==> config.mk <==
export PLATFORM = sky130hd
export DESIGN_NAME = load_handler
export DESIGN_NICKNAME = d
export VERILOG_FILES = /design/src/rtl/load_store_pkg.sv /design/src/rtl/read_return_tracker.sv /design/src/rtl/load_handler.sv
export SDC_FILE = /design/constraint.sdc
export NUM_CORES = 1
export LEC_CHECK = 0
export BUFFER_PORTS_ARGS = -buffer_cell sky130_fd_sc_hd__buf_2
export CORE_ASPECT_RATIO = 0.5
export CORE_MARGIN = 2
export CORE_UTILIZATION = 51
export CTS_CLUSTER_SIZE = 28
export DETAILED_ROUTE_END_ITERATION = 10
export PLACE_DENSITY = 0.79
export SYNTH_ARGS = -nofsm -noshare
export SYNTH_HDL_FRONTEND = slang
export SYNTH_SLANG_ARGS = --single-unit
==> constraint.sdc <==
create_clock -name i_clk -period 1.65 [get_ports i_clk]
set_input_delay 0.0825 -clock i_clk [delete_from_list [all_inputs] [get_ports i_clk]]
set_output_delay 0.0825 -clock i_clk [all_outputs]
set_load 0.01 [all_outputs]
==> src/rtl/load_store_pkg.sv <==
// load_store_pkg: shared types and constants for the data-memory load/save paths.
package load_store_pkg;
   typedef enum logic [2:0] {S_IDLE, S_ISSUE2, S_WAIT, S_DONE, S_HOLD} load_state_t;
   localparam logic [1:0] TAG_NONE = 2'd0;
   localparam logic [1:0] TAG_OP1  = 2'd1;
   localparam logic [1:0] TAG_OP2  = 2'd2;
   function automatic int addr_width(input int mem_size);
      return $clog2(mem_size);
   endfunction
endpackage

==> src/rtl/read_return_tracker.sv <==
// read_return_tracker: delays read tags by the memory latency so each tag exits with its data.
module read_return_tracker #(
   parameter int READ_LATENCY = 1
) (
   input  logic       i_clk,
   input  logic       i_rst_n,
   input  logic       i_flush,
   input  logic [1:0] i_tag,
   output logic [1:0] o_exit_tag
);
   logic [READ_LATENCY-1:0][1:0] r_sr;
   always_ff @(posedge i_clk) begin
      if (!i_rst_n || i_flush) r_sr <= '0;
      else begin
         r_sr[0] <= i_tag;
         for (int k = 1; k < READ_LATENCY; k++) r_sr[k] <= r_sr[k-1];
      end
   end
   assign o_exit_tag = r_sr[READ_LATENCY-1];
endmodule

==> src/rtl/load_handler.sv <==
// load_handler: fetches two operands from a synchronous-read data memory and
// presents them with a one-cycle ready pulse.
module load_handler
   import load_store_pkg::*;
#(
   parameter int DATA_WIDTH        = 8,
   parameter int DATA_MEMORY_SIZE  = 64,
   parameter int ADDR_WIDTH        = addr_width(DATA_MEMORY_SIZE),
   parameter int INSTRUCTION_WIDTH = 3*$clog2(DATA_MEMORY_SIZE)+2,
   parameter int READ_LATENCY      = 1
) (
   input  logic                  i_clk,
   input  logic                  i_rst_n,
   input  logic                  i_enable,
   input  logic [ADDR_WIDTH-1:0] i_src1_addr,
   input  logic [ADDR_WIDTH-1:0] i_src2_addr,
   input  logic [DATA_WIDTH-1:0] i_mem_data_in,
   output logic [ADDR_WIDTH-1:0] o_mem_addr,
   output logic                  o_mem_rd_en,
   output logic [DATA_WIDTH-1:0] o_operand1,
   output logic [DATA_WIDTH-1:0] o_operand2,
   output logic                  o_ready
);
   if (READ_LATENCY < 1 || READ_LATENCY > 4 || INSTRUCTION_WIDTH < 1) begin : g_bad_cfg
      $error("load_handler: READ_LATENCY must be 1..4");
   end
   load_state_t           r_state, w_next;
   logic [ADDR_WIDTH-1:0] r_mem_addr, r_src2, w_addr;
   logic [DATA_WIDTH-1:0] r_stage1, r_op1, r_op2;
   logic [1:0]            r_tag, w_tag, w_exit;
   logic                  r_rd_en, r_ready, w_rd_en, w_flush, w_latch, w_cap1, w_commit;
   // The issued tag is registered alongside the address so it enters the
   // tracker in the same cycle the memory samples that address.
   read_return_tracker #(.READ_LATENCY(READ_LATENCY)) u_tracker (
      .i_clk      (i_clk),
      .i_rst_n    (i_rst_n),
      .i_flush    (w_flush),
      .i_tag      (r_tag),
      .o_exit_tag (w_exit)
   );
   always_comb begin
      w_next   = r_state;
      w_addr   = r_mem_addr;
      w_rd_en  = 1'b0;
      w_tag    = TAG_NONE;
      w_flush  = 1'b0;
      w_latch  = 1'b0;
      w_cap1   = 1'b0;
      w_commit = 1'b0;
      case (r_state)
         S_IDLE: if (i_enable) begin
            w_next  = S_ISSUE2;
            w_addr  = i_src1_addr;
            w_rd_en = 1'b1;
            w_tag   = TAG_OP1;
            w_latch = 1'b1;
         end
         S_ISSUE2: if (!i_enable) begin
            w_next  = S_IDLE;
            w_flush = 1'b1;
         end else begin
            w_next  = S_WAIT;
            w_addr  = r_src2;
            w_rd_en = 1'b1;
            w_tag   = TAG_OP2;
         end
         S_WAIT: if (!i_enable) begin
            w_next  = S_IDLE;
            w_flush = 1'b1;
         end else begin
            w_cap1   = w_exit == TAG_OP1;
            w_commit = w_exit == TAG_OP2;
            w_next   = w_commit ? S_DONE : S_WAIT;
         end
         S_DONE:  w_next = i_enable ? S_HOLD : S_IDLE;
         S_HOLD:  w_next = i_enable ? S_HOLD : S_IDLE;
         default: w_next = S_IDLE;
      endcase
   end
   always_ff @(posedge i_clk) begin
      if (!i_rst_n) begin
         r_state    <= S_IDLE;
         r_mem_addr <= '0;
         r_rd_en    <= 1'b0;
         r_tag      <= TAG_NONE;
         r_ready    <= 1'b0;
         r_src2     <= '0;
         r_stage1   <= '0;
         r_op1      <= '0;
         r_op2      <= '0;
      end else begin
         r_state    <= w_next;
         r_mem_addr <= w_addr;
         r_rd_en    <= w_rd_en;
         r_tag      <= w_tag;
         r_ready    <= w_commit;
         if (w_latch) r_src2 <= i_src2_addr;
         if (w_cap1) r_stage1 <= i_mem_data_in;
         if (w_commit) begin
            r_op1 <= r_stage1;
            r_op2 <= i_mem_data_in;
         end
      end
   end
   assign o_mem_addr  = r_mem_addr;
   assign o_mem_rd_en = r_rd_en;
   assign o_operand1  = r_op1;
   assign o_operand2  = r_op2;
   assign o_ready     = r_ready;
endmodule
### After elaboration in Yosys (flattened, before gate mapping)

Index checks and enable logic that the tools add are counted.

* register bits after elaboration: 45
* input port bits: 23
* output and inout port bits: 24
* logic and storage cells: 47

* eq/ne operators: 8
* mux-type cells: 20
* reduce and logical (&&, ||, !) cells: 9

Operators by type and width (number)
* 2-to-1 mux 6 bit: 2
* case mux 3 bit (4 select lines): 1
* case mux 6 bit (2 select lines): 1
* 2-to-1 mux 1 bit: 10
* equality test 3 x 2 -> 1 bit, second input constant: 2
* 2-to-1 mux 2 bit: 3
* 2-to-1 mux 3 bit: 2
* OR reduction 2 bit: 3
* inequality test 2 bit, second input constant: 2
* case mux 2 bit (2 select lines): 1
* equality test 3 x 1 -> 1 bit, second input constant: 1
* equality test 3 bit, second input constant: 1
* logical NOT 3 bit: 1
* AND reduction 3 bit: 1
* equality test 2 x 1 -> 1 bit, second input constant: 1
* equality test 2 bit, second input constant: 1
* AND reduction 2 bit: 1
* nonzero test 2 bit: 1
* logical NOT 1 bit: 1
* logical OR 1 bit: 1

### Logic depth before layout (Yosys ltp)

Gate-level depths: netlist of the first run.

* word-level depth: 4
* gate-level depth with buffers: 6
* mapped depth without buffers: 3

### Modules after synthesis

A second synthesis of the first run with hierarchy kept.

* cells, all modules: 165
* area, all modules: 1737.9 µm²

By module, submodules not included
* load_handler: times used 1, cells an instance 161, area each 1680.4 µm², seq. area each 860.8 µm²
* read_return_tracker: times used 1, cells an instance 4, area each 57.6 µm², seq. area each 40.0 µm²

### Worst setup path after synthesis of the first run

OpenSTA, ideal clock, no wires.

* kind: flip-flop to flip-flop
* start point: register r_state[2]
* end point: register r_src2[0]
* library setup time: 0.128 ns
* arrival: 1.160 ns
* required time: 1.522 ns
* setup slack: 0.362 ns
* stages on the path, launching flop included: 5
* buffers on the path: 1
* period minus slack after synthesis: 1.288 ns
* cell sequence: dfxtp_1 buf_6 nor4b_4 mux2i_1 nor2_1

* longest elaborated chain between the ends: 2

RTL lines
* from (decl): RTL line load_handler.sv:27 `load_state_t r_state, w_next;`
* from (signal assigned): RTL line load_handler.sv:92 `r_state <= w_next;`
* logical NOT 3 bit: RTL line load_handler.sv:50 `case (r_state)`
* 2-to-1 mux 1 bit: RTL line load_handler.sv:50
* to (signal assigned): RTL line load_handler.sv:97 `if (w_latch) r_src2 <= i_src2_addr;`
* to (decl): RTL line load_handler.sv:28 `logic [ADDR_WIDTH-1:0] r_mem_addr, r_src2, w_addr;`

No other way between the ends.
A chain may end at the register's enable or synchronous reset.

### Worst setup path after layout of the first run

* start point: register r_state[1]
* end point: register r_stage1[4]

* longest elaborated chain between the ends: 2

RTL lines
* equality test 3 x 2 -> 1 bit: RTL line load_handler.sv:50
* 2-to-1 mux 1 bit: RTL line load_handler.sv:50
* to (signal assigned): RTL line load_handler.sv:98 `if (w_cap1) r_stage1 <= i_mem_data_in;`
* to (decl): RTL line load_handler.sv:29 `logic [DATA_WIDTH-1:0] r_stage1, r_op1, r_op2;`

No other way between the ends.

==> summary.md, run 1 <==
| Metric | Value |
|---|---|
| Crit-path cells | `and4bb_1, nand3b_1, buf_4, mux2i_1` |
| Total number of yosys warnings | `0` |
| DR vias/cell | `4.98` |
| Syn Nets | `190` |
| Syn Area/Cell | `10.3 sq um` |
| Initial core utilization | `0.553` |
| CTS resizes | `0` |
| # rows | `14` |
| Final WL | `3060 um` |
| Fin. Hold Viols | `0` |
| Drt wl/cell | `12.0 um` |
| Hold Crit Class | `in -> reg` |
| CP max stage cell | `dfxtp_1` |
| All-Layer GR Usage | `0.174` |
| Worst Max-Slew Pin Slew | `0.586 ns` |
| Hold Path End | `r_src2[5]` |
| Final setup viols | `0` |
| Filler instances | `269` |
| Layout area overhead | `19.6%` |
| CTS Buf Count | `5` |
| Reg2reg path depth | `4` |
| Yosys reg bits | `45` |
| Chip Height | `45.1 um` |
| Slew HR | `0.607` |
| DRC Markers | `0` |
| Min Tclk post-route | `1.42 ns` |
| Max Clk Rate | `0.706 GHz` |
| Leak | `1.07 nW` |
| Worst min-delay path startpoint | `i_src2_addr[5]` |
| Root Buffer | `clkbuf_8` |
| CTS tree | `yes` |
| Initial antenna violation count | `0` |
| Remaining antenna violation count | `0` |
| PwrDens | `932 nW/um^2` |
| Most frequent cells in the layout | `buf_2 (46), dfxtp_1 (45), mux2i_1 (36), nand2_1 (35), nor2_1 (15)` |
| Layout cell share with drive strength beyond 1 | `0.278` |
| Max H-tree Level | `2` |
| Vias in the first global route | `1,181` |
| Sequential area share after synthesis | `0.523` |
| Max Cap Viol | `0` |
| P_sw | `0.426 mW` |
| Clock Path Buffers | `2` |
| Final HPWL DP | `2200 um` |
| WHS Path Cells | `3` |
| Drt pass-1 iters | `4` |
| Die width | `86.2 um` |
| Slew Limit Fails | `0` |
| Gr ovfl total | `0` |
| I/O pins | `47` |
| Clk pin slew, worst setup/hold paths | `0.07 ns` |
| Mapped cell area | `1720 sq um` |
| Placed cells | `248` |
| Combinational share of power | `0.085` |
| Switching Fraction | `0.222` |
| Via count | `1,276` |
| Outcome | `finished clean` |
| Hold_ws | `0.0369 ns` |
| WP data arrival | `1.59 ns` |
| First-pass GRT wire length | `5110 um` |
| Max stage delay on crit path | `0.50 ns` |
| Final Cycle Share | `0.859` |
| ANT cells | `0` |
| Final Instance Count excl. Fillers | `256` |
| Int Pwr | `1.49 mW` |
| Die area | `3890 sq um` |
| Unrepaired setup endpoints after global routing | `false` |
| CP Class | `reg -> reg` |
| Pin count of the biggest net entering global routing | `33` |
| Clock skew | `0.00341 ns` |
| Clk Latency, worst-skew pair | `0.28 ns` |
| Critical Path Fanout Max | `7` |
| Worst-case vdd ir drop | `0.489 mV` |
| Mapped Cells | `167` |
| Core area | `3120 sq um` |
| Clk pwr share | `0.325` |
| # hold bufs at CTS | `0` |
| Sequential power share | `0.590` |
| Iteration-0 DRC Markers | `24` |
| Final net count | `238` |
| RR Endpoint | `r_stage1[4]` |
| TNS Setup | `0 ns` |
| Worst Setup End Kind | `register` |
| Required time of the critical path | `1.82 ns` |
| Final Wtd Congestion | `0.691` |
| Post-synthesis cell type count | `22` |
| IO buf count | `46` |
| Commonest non-fill, non-tap cell in the layout | `buf_2` |
| Reg2Reg Setup Slack | `0.23 ns` |
| R2R Path Start | `r_state[1]` |
| Clk sinks | `45` |
| Post-CTS setup buffer count | `0` |
| Startpoint types | `register` |
per-layer routing:
| metal | global-route usage | wire [um] | up-vias |
|---|---|---|---|
| li1 | - | - | 652 |
| met1 | 0.201 | 1460 | 589 |
| met2 | 0.309 | 1430 | 33 |
| met3 | 0.0658 | 148 | 2 |
| met4 | 0.0563 | 16 | 0 |
| met5 | 0 | 0 | - |
through the flow:
stage	setup slack [ns]	utilization	area [sq um]	total power, mW
floorplan	0.362	-	1720	1.26
global placement	0.280	0.635	1980	1.32
detailed placement	0.234	0.635	1980	1.32
CTS	0.226	0.661	2060	1.94
global route	0.154	0.661	2060	2.01
finish	0.233	0.661	2060	1.92
cells by family after synthesis:
kind of cell	Yosys count	share of synthesized area
AO/OA/AOI/OAI	10	0.0450
XOR/XNOR	1	0.00508
buffers and inverters	13	0.0457
flip-flops	45	0.523
multiplexers	36	0.209
AND/OR/NAND/NOR	62	0.172
worst max-delay path by stage:
stage | endpoint | from | slack (ns)
6_report | r_stage1[4] | r_state[1] | 0.23
4_1_cts | r_stage1[4] | r_state[1] | 0.23
2_1_floorplan | r_src2[0] | r_state[2] | 0.36
5_1_grt | r_stage1[5] | r_state[1] | 0.15
3_3_place_gp | r_stage1[5] | r_state[1] | 0.28
3_5_place_dp | r_stage1[5] | r_state[1] | 0.23
layout make-up:
class | count | area (sq um) | area share
sequential | 45 | 901 | 0.437
multi-input combinational | 109 | 743 | 0.361
timing repair buffer | 53 | 283 | 0.137
clock buffer | 8 | 80.1 | 0.0389
tap | 40 | 50.0 | 0.0243
inverter | 1 | 3.75 | 0.00182
critical path, delay by kind of cell, from the launching register on:
kind,cells,cell delay (ns)
multiplexers,1,0.12
buffers and inverters,1,0.23
AND/OR/NAND/NOR,2,0.45
flip-flops,1,0.50
synthesized netlist by cell type (all sizes together):
cell type	n	area (sq um)
and2	1	6.26
nor3b	1	12.5
a21oi	1	5.00
inv	1	3.75
nor4b	1	23.8
o311a	2	20.0
nand3b	3	22.5
nand2	35	131
a211oi	6	45.0
nand2b	1	6.26
dfxtp	45	901
xnor2	1	8.76
nor2b	3	18.8
buf	7	56.3
clkbuf	5	18.8
and3	1	6.26
nor2	15	56.3
mux2i	36	360
and4bb	1	12.5
a21boi	1	7.51
state kept, by name, indices dropped and copies added, names as in the netlist:
name and count:
r_state 3, u_tracker.o_exit_tag 2, o_ready 1, o_mem_rd_en 1, r_src2 6, o_operand2 8, o_mem_addr 6, r_stage1 8
o_operand1 8, r_tag 2
power groups by stage:
stage,combinational (mW),clock [mW],sequential [mW]
floorplan,0.0999,0,1.16
global placement,0.161,0,1.16
detailed placement,0.165,0,1.16
CTS,0.165,0.645,1.13
global route,0.184,0.693,1.14
finish,0.164,0.623,1.13
No activity file was read; power rests on OpenSTA's default activity.
==> run 2: changes to the inputs <==
- SKIP_CTS_REPAIR_TIMING: unset -> 1
- SYNTH_HIERARCHICAL: unset -> 1
==> run 2 against run 1 <==
  * Combinational power is 2% higher
  * Largest cell class unchanged
  * Synthesized area grew 0.87%
  * Wire length rose by 2.1%
  * Utilization rose by 2.1 points
  * Largest power group unchanged
  * Clock power increased by 35%
  * Hold slack improved by 0.0028 ns
  * Non-clock buffer count increased by 2
==> summary.md, run 2 <==
| Metric | Value |
|---|---|
| Outcome | `finished clean (unchanged)` |
| Via count | `1,241 (was 1,276)` |
| Initial antenna violation count | `0 (unchanged)` |
| Number of synthesized flops with an enable pin | `0 (unchanged)` |
| Final net count | `238 (unchanged)` |
| Cell area after layout | `2130 sq um (was 2060 sq um)` |
| Worst Setup End Kind | `register (unchanged)` |
| WHS Path Cells | `3 (unchanged)` |
| Clk Latency, worst-skew pair | `0.29 ns (was 0.28 ns)` |
| Pwr Total | `2.15 mW (was 1.92 mW)` |
| Hold Crit Class | `in -> reg (unchanged)` |
| Bufs and invs on worst path | `1 (unchanged)` |
| Ys flop type | `dfxtp_1 (unchanged)` |
| Most frequent cells in the layout | `buf_2 (46), dfxtp_1 (45), mux2i_1 (36), nand2_1 (34), buf_4 (9) (was buf_2 (46), dfxtp_1 (45), mux2i_1 (36), nand2_1 (35), nor2_1 (15))` |
| Critical Path Fanout Max | `11 (was 7)` |
| Post-synthesis adder-cell area fraction | `0 (unchanged)` |
| Post-synthesis cell type count | `25 (was 22)` |
| Min Tclk post-route | `1.38 ns (was 1.42 ns)` |
| TNS Setup | `0 ns (unchanged)` |
| WP data arrival | `1.60 ns (was 1.59 ns)` |
| Max Cap Viol | `0 (unchanged)` |
| CP max stage cell | `dfxtp_1 (unchanged)` |
| Crit-path cells | `and4bb_1, nand3b_1, buf_4, mux2i_1 (unchanged)` |
| All-Layer GR Usage | `0.168 (was 0.174)` |
| Worst min-delay path startpoint | `i_src2_addr[2] (was i_src2_addr[5])` |
| Final Wtd Congestion | `0.678 (was 0.691)` |
| CTS tree | `yes (unchanged)` |
| Top-count cell post-synth | `dfxtp_1 (unchanged)` |
| Gr ovfl total | `0 (unchanged)` |
| Drt pass-1 iters | `3 (was 4)` |
| Post-DP Area | `1990 sq um (was 1980 sq um)` |
| Worst setup startpoint | `r_state[0] (was r_state[1])` |
| Unrepaired setup endpoints after global routing | `false (unchanged)` |
| Max H-tree Level | `2 (unchanged)` |
| PwrDens | `1010 nW/um^2 (was 932 nW/um^2)` |
| Clk pin slew, worst setup/hold paths | `0.08 ns (was 0.07 ns)` |
| Required time of the critical path | `1.87 ns (was 1.82 ns)` |
| RR Endpoint | `o_operand2[2] (was r_stage1[4])` |
| ANT cells | `0 (unchanged)` |
| Xor/xnor share of the synthesized area | `0.00504 (was 0.00508)` |
| Async set-or-reset flop fraction in the synthesized netlist | `0 (unchanged)` |
| Final HPWL DP | `2260 um (was 2200 um)` |
| Mux contribution to synthesized area | `0.207 (was 0.209)` |
| Reg2reg path depth | `4 (unchanged)` |
| Yosys reg bits | `45 (unchanged)` |
| Biggest area consumer among synthesized cells | `dfxtp_1 (unchanged)` |
| Startpoint types | `register (unchanged)` |
| Worst Max-Slew Pin Slew | `0.571 ns (was 0.586 ns)` |
| Mapped cell area | `1740 sq um (was 1720 sq um)` |
| Pin count of the biggest net entering global routing | `23 (was 33)` |
| Mapped Cells | `165 (was 167)` |
| Complex-gate fraction of the synthesized area | `0.0360 (was 0.0450)` |
| CTS Buf Count | `5 (unchanged)` |
| Hold Path End | `r_src2[2] (was r_src2[5])` |
| Max stage delay on crit path | `0.48 ns (was 0.50 ns)` |
| Max Clk Rate | `0.723 GHz (was 0.706 GHz)` |
| Syn Area/Cell | `10.5 sq um (was 10.3 sq um)` |
| Final WL | `3130 um (was 3060 um)` |
| Fin. Hold Viols | `0 (unchanged)` |
| Iteration-0 DRC Markers | `28 (was 24)` |
| Core area | `3120 sq um (unchanged)` |
| Syn Nets | `188 (was 190)` |
| Layout cell share with drive strength beyond 1 | `0.333 (was 0.278)` |
| # rows | `14 (unchanged)` |
| I/O pins | `47 (unchanged)` |
| Reg2Reg Setup Slack | `0.27 ns (was 0.23 ns)` |
| Largest family of logic cells by synthesized area | `multiplexers (unchanged)` |
| Total number of yosys warnings | `6 (was 0)` |
| CP Class | `reg -> reg (unchanged)` |
| Sequential area share after synthesis | `0.518 (was 0.523)` |
| Die width | `86.6 um (was 86.2 um)` |
| Layout area overhead | `22.3% (was 19.6%)` |
| Chip Height | `45.3 um (was 45.1 um)` |
| Hold_ws | `0.0396 ns (was 0.0369 ns)` |
| IO buf count | `46 (unchanged)` |
| Clock skew | `0.00667 ns (was 0.00341 ns)` |
| Crit path max-delay family | `flip-flops (unchanged)` |
| Initial core utilization | `0.557 (was 0.553)` |
| R2R Path Start | `r_state[0] (was r_state[1])` |
| Slew Limit Fails | `0 (unchanged)` |
| Drt wl/cell | `12.2 um (was 12.0 um)` |
| Leak | `1.10 nW (was 1.07 nW)` |
| Final setup viols | `0 (unchanged)` |
| Worst-case vdd ir drop | `0.547 mV (was 0.489 mV)` |
| Clk sinks | `45 (unchanged)` |
| Root Buffer | `clkbuf_8 (unchanged)` |
| Yosys top cell area share | `0.518 (was 0.523)` |
| DRC Markers | `0 (unchanged)` |
| Die area | `3920 sq um (was 3890 sq um)` |
| First-pass GRT wire length | `4960 um (was 5110 um)` |
| Post-synth top cells | `dfxtp_1 (45), mux2i_1 (36), nand2_1 (34) (was dfxtp_1 (45), mux2i_1 (36), nand2_1 (35))` |
| Slew HR | `0.619 (was 0.607)` |
| Simple-gate portion of the synthesized area | `0.187 (was 0.172)` |
| Vias in the first global route | `1,126 (was 1,181)` |
| DR vias/cell | `4.85 (was 4.98)` |
| Synth area leaders | `dfxtp_1 (52%), mux2i_1 (21%), nand2_1 (7.3%) (was dfxtp_1 (52%), mux2i_1 (21%), nand2_1 (7.6%))` |
| Remaining antenna violation count | `0 (unchanged)` |
| Clock Path Buffers | `2 (unchanged)` |
| Post-Route Utilization | `0.682 (was 0.661)` |
| Commonest non-fill, non-tap cell in the layout | `buf_2 (unchanged)` |
| Final Cycle Share | `0.838 (was 0.859)` |
-- run 2: worst max-delay path by stage --
stage,cells after the start,to
floorplan,4,r_src2[0]
global placement,3,r_stage1[5]
detailed placement,3,r_stage1[0]
CTS,3,r_stage1[0]
global route,4,o_operand2[6]
finish,4,o_operand2[2]
-- run 2: area by class of cell --
cell class	count	area, sq um
flip-flops and latches	45	901
inverters	1	3.75
well taps	40	50.0
multi-input cells	107	757
clock inverters	1	30.0
clock buffers	7	86.3
repair buffers	55	298
fillers	269	992
-- run 2: per-layer routing --
metal	vias to the layer above	track usage	part of all wire
li1	655	-	-
met1	557	0.209	0.49
met2	29	0.278	0.46
met3	0	0.0494	0.049
met4	0	0.0750	0
met5	-	0	0
-- run 2: cell families (layout without fill, tap and decap cells) --
logic type / Yosys count / after routing
mux: 36 / 36
xor+xnor: 1 / 1
simple gates: 62 / 62
flops: 45 / 45
compound gates: 8 / 8
buf+inv: 13 / 64
-- run 2: tightest hold or removal path: cells and delay by family --
family / cells / cell delay (ns)
muxes: 1 / 0.07
and+or+nand+nor: 1 / 0.07
buffers and inverters: 1 / 0.08
-- run 2: through the flow --
step           setup WS [ns]  std cells
2_1_floorplan          0.314        165
3_3_place_gp           0.211        246
3_5_place_dp           0.134        246
4_1_cts                0.117        254
5_1_grt                0.140        256
6_report               0.267        256
-- run 2: where the power goes --
group / internal, mW / switching [mW]
clock: 0.494 / 0.350
sequential: 1.12 / 0.0179
combinational: 0.0820 / 0.0859
total: 1.69 / 0.454
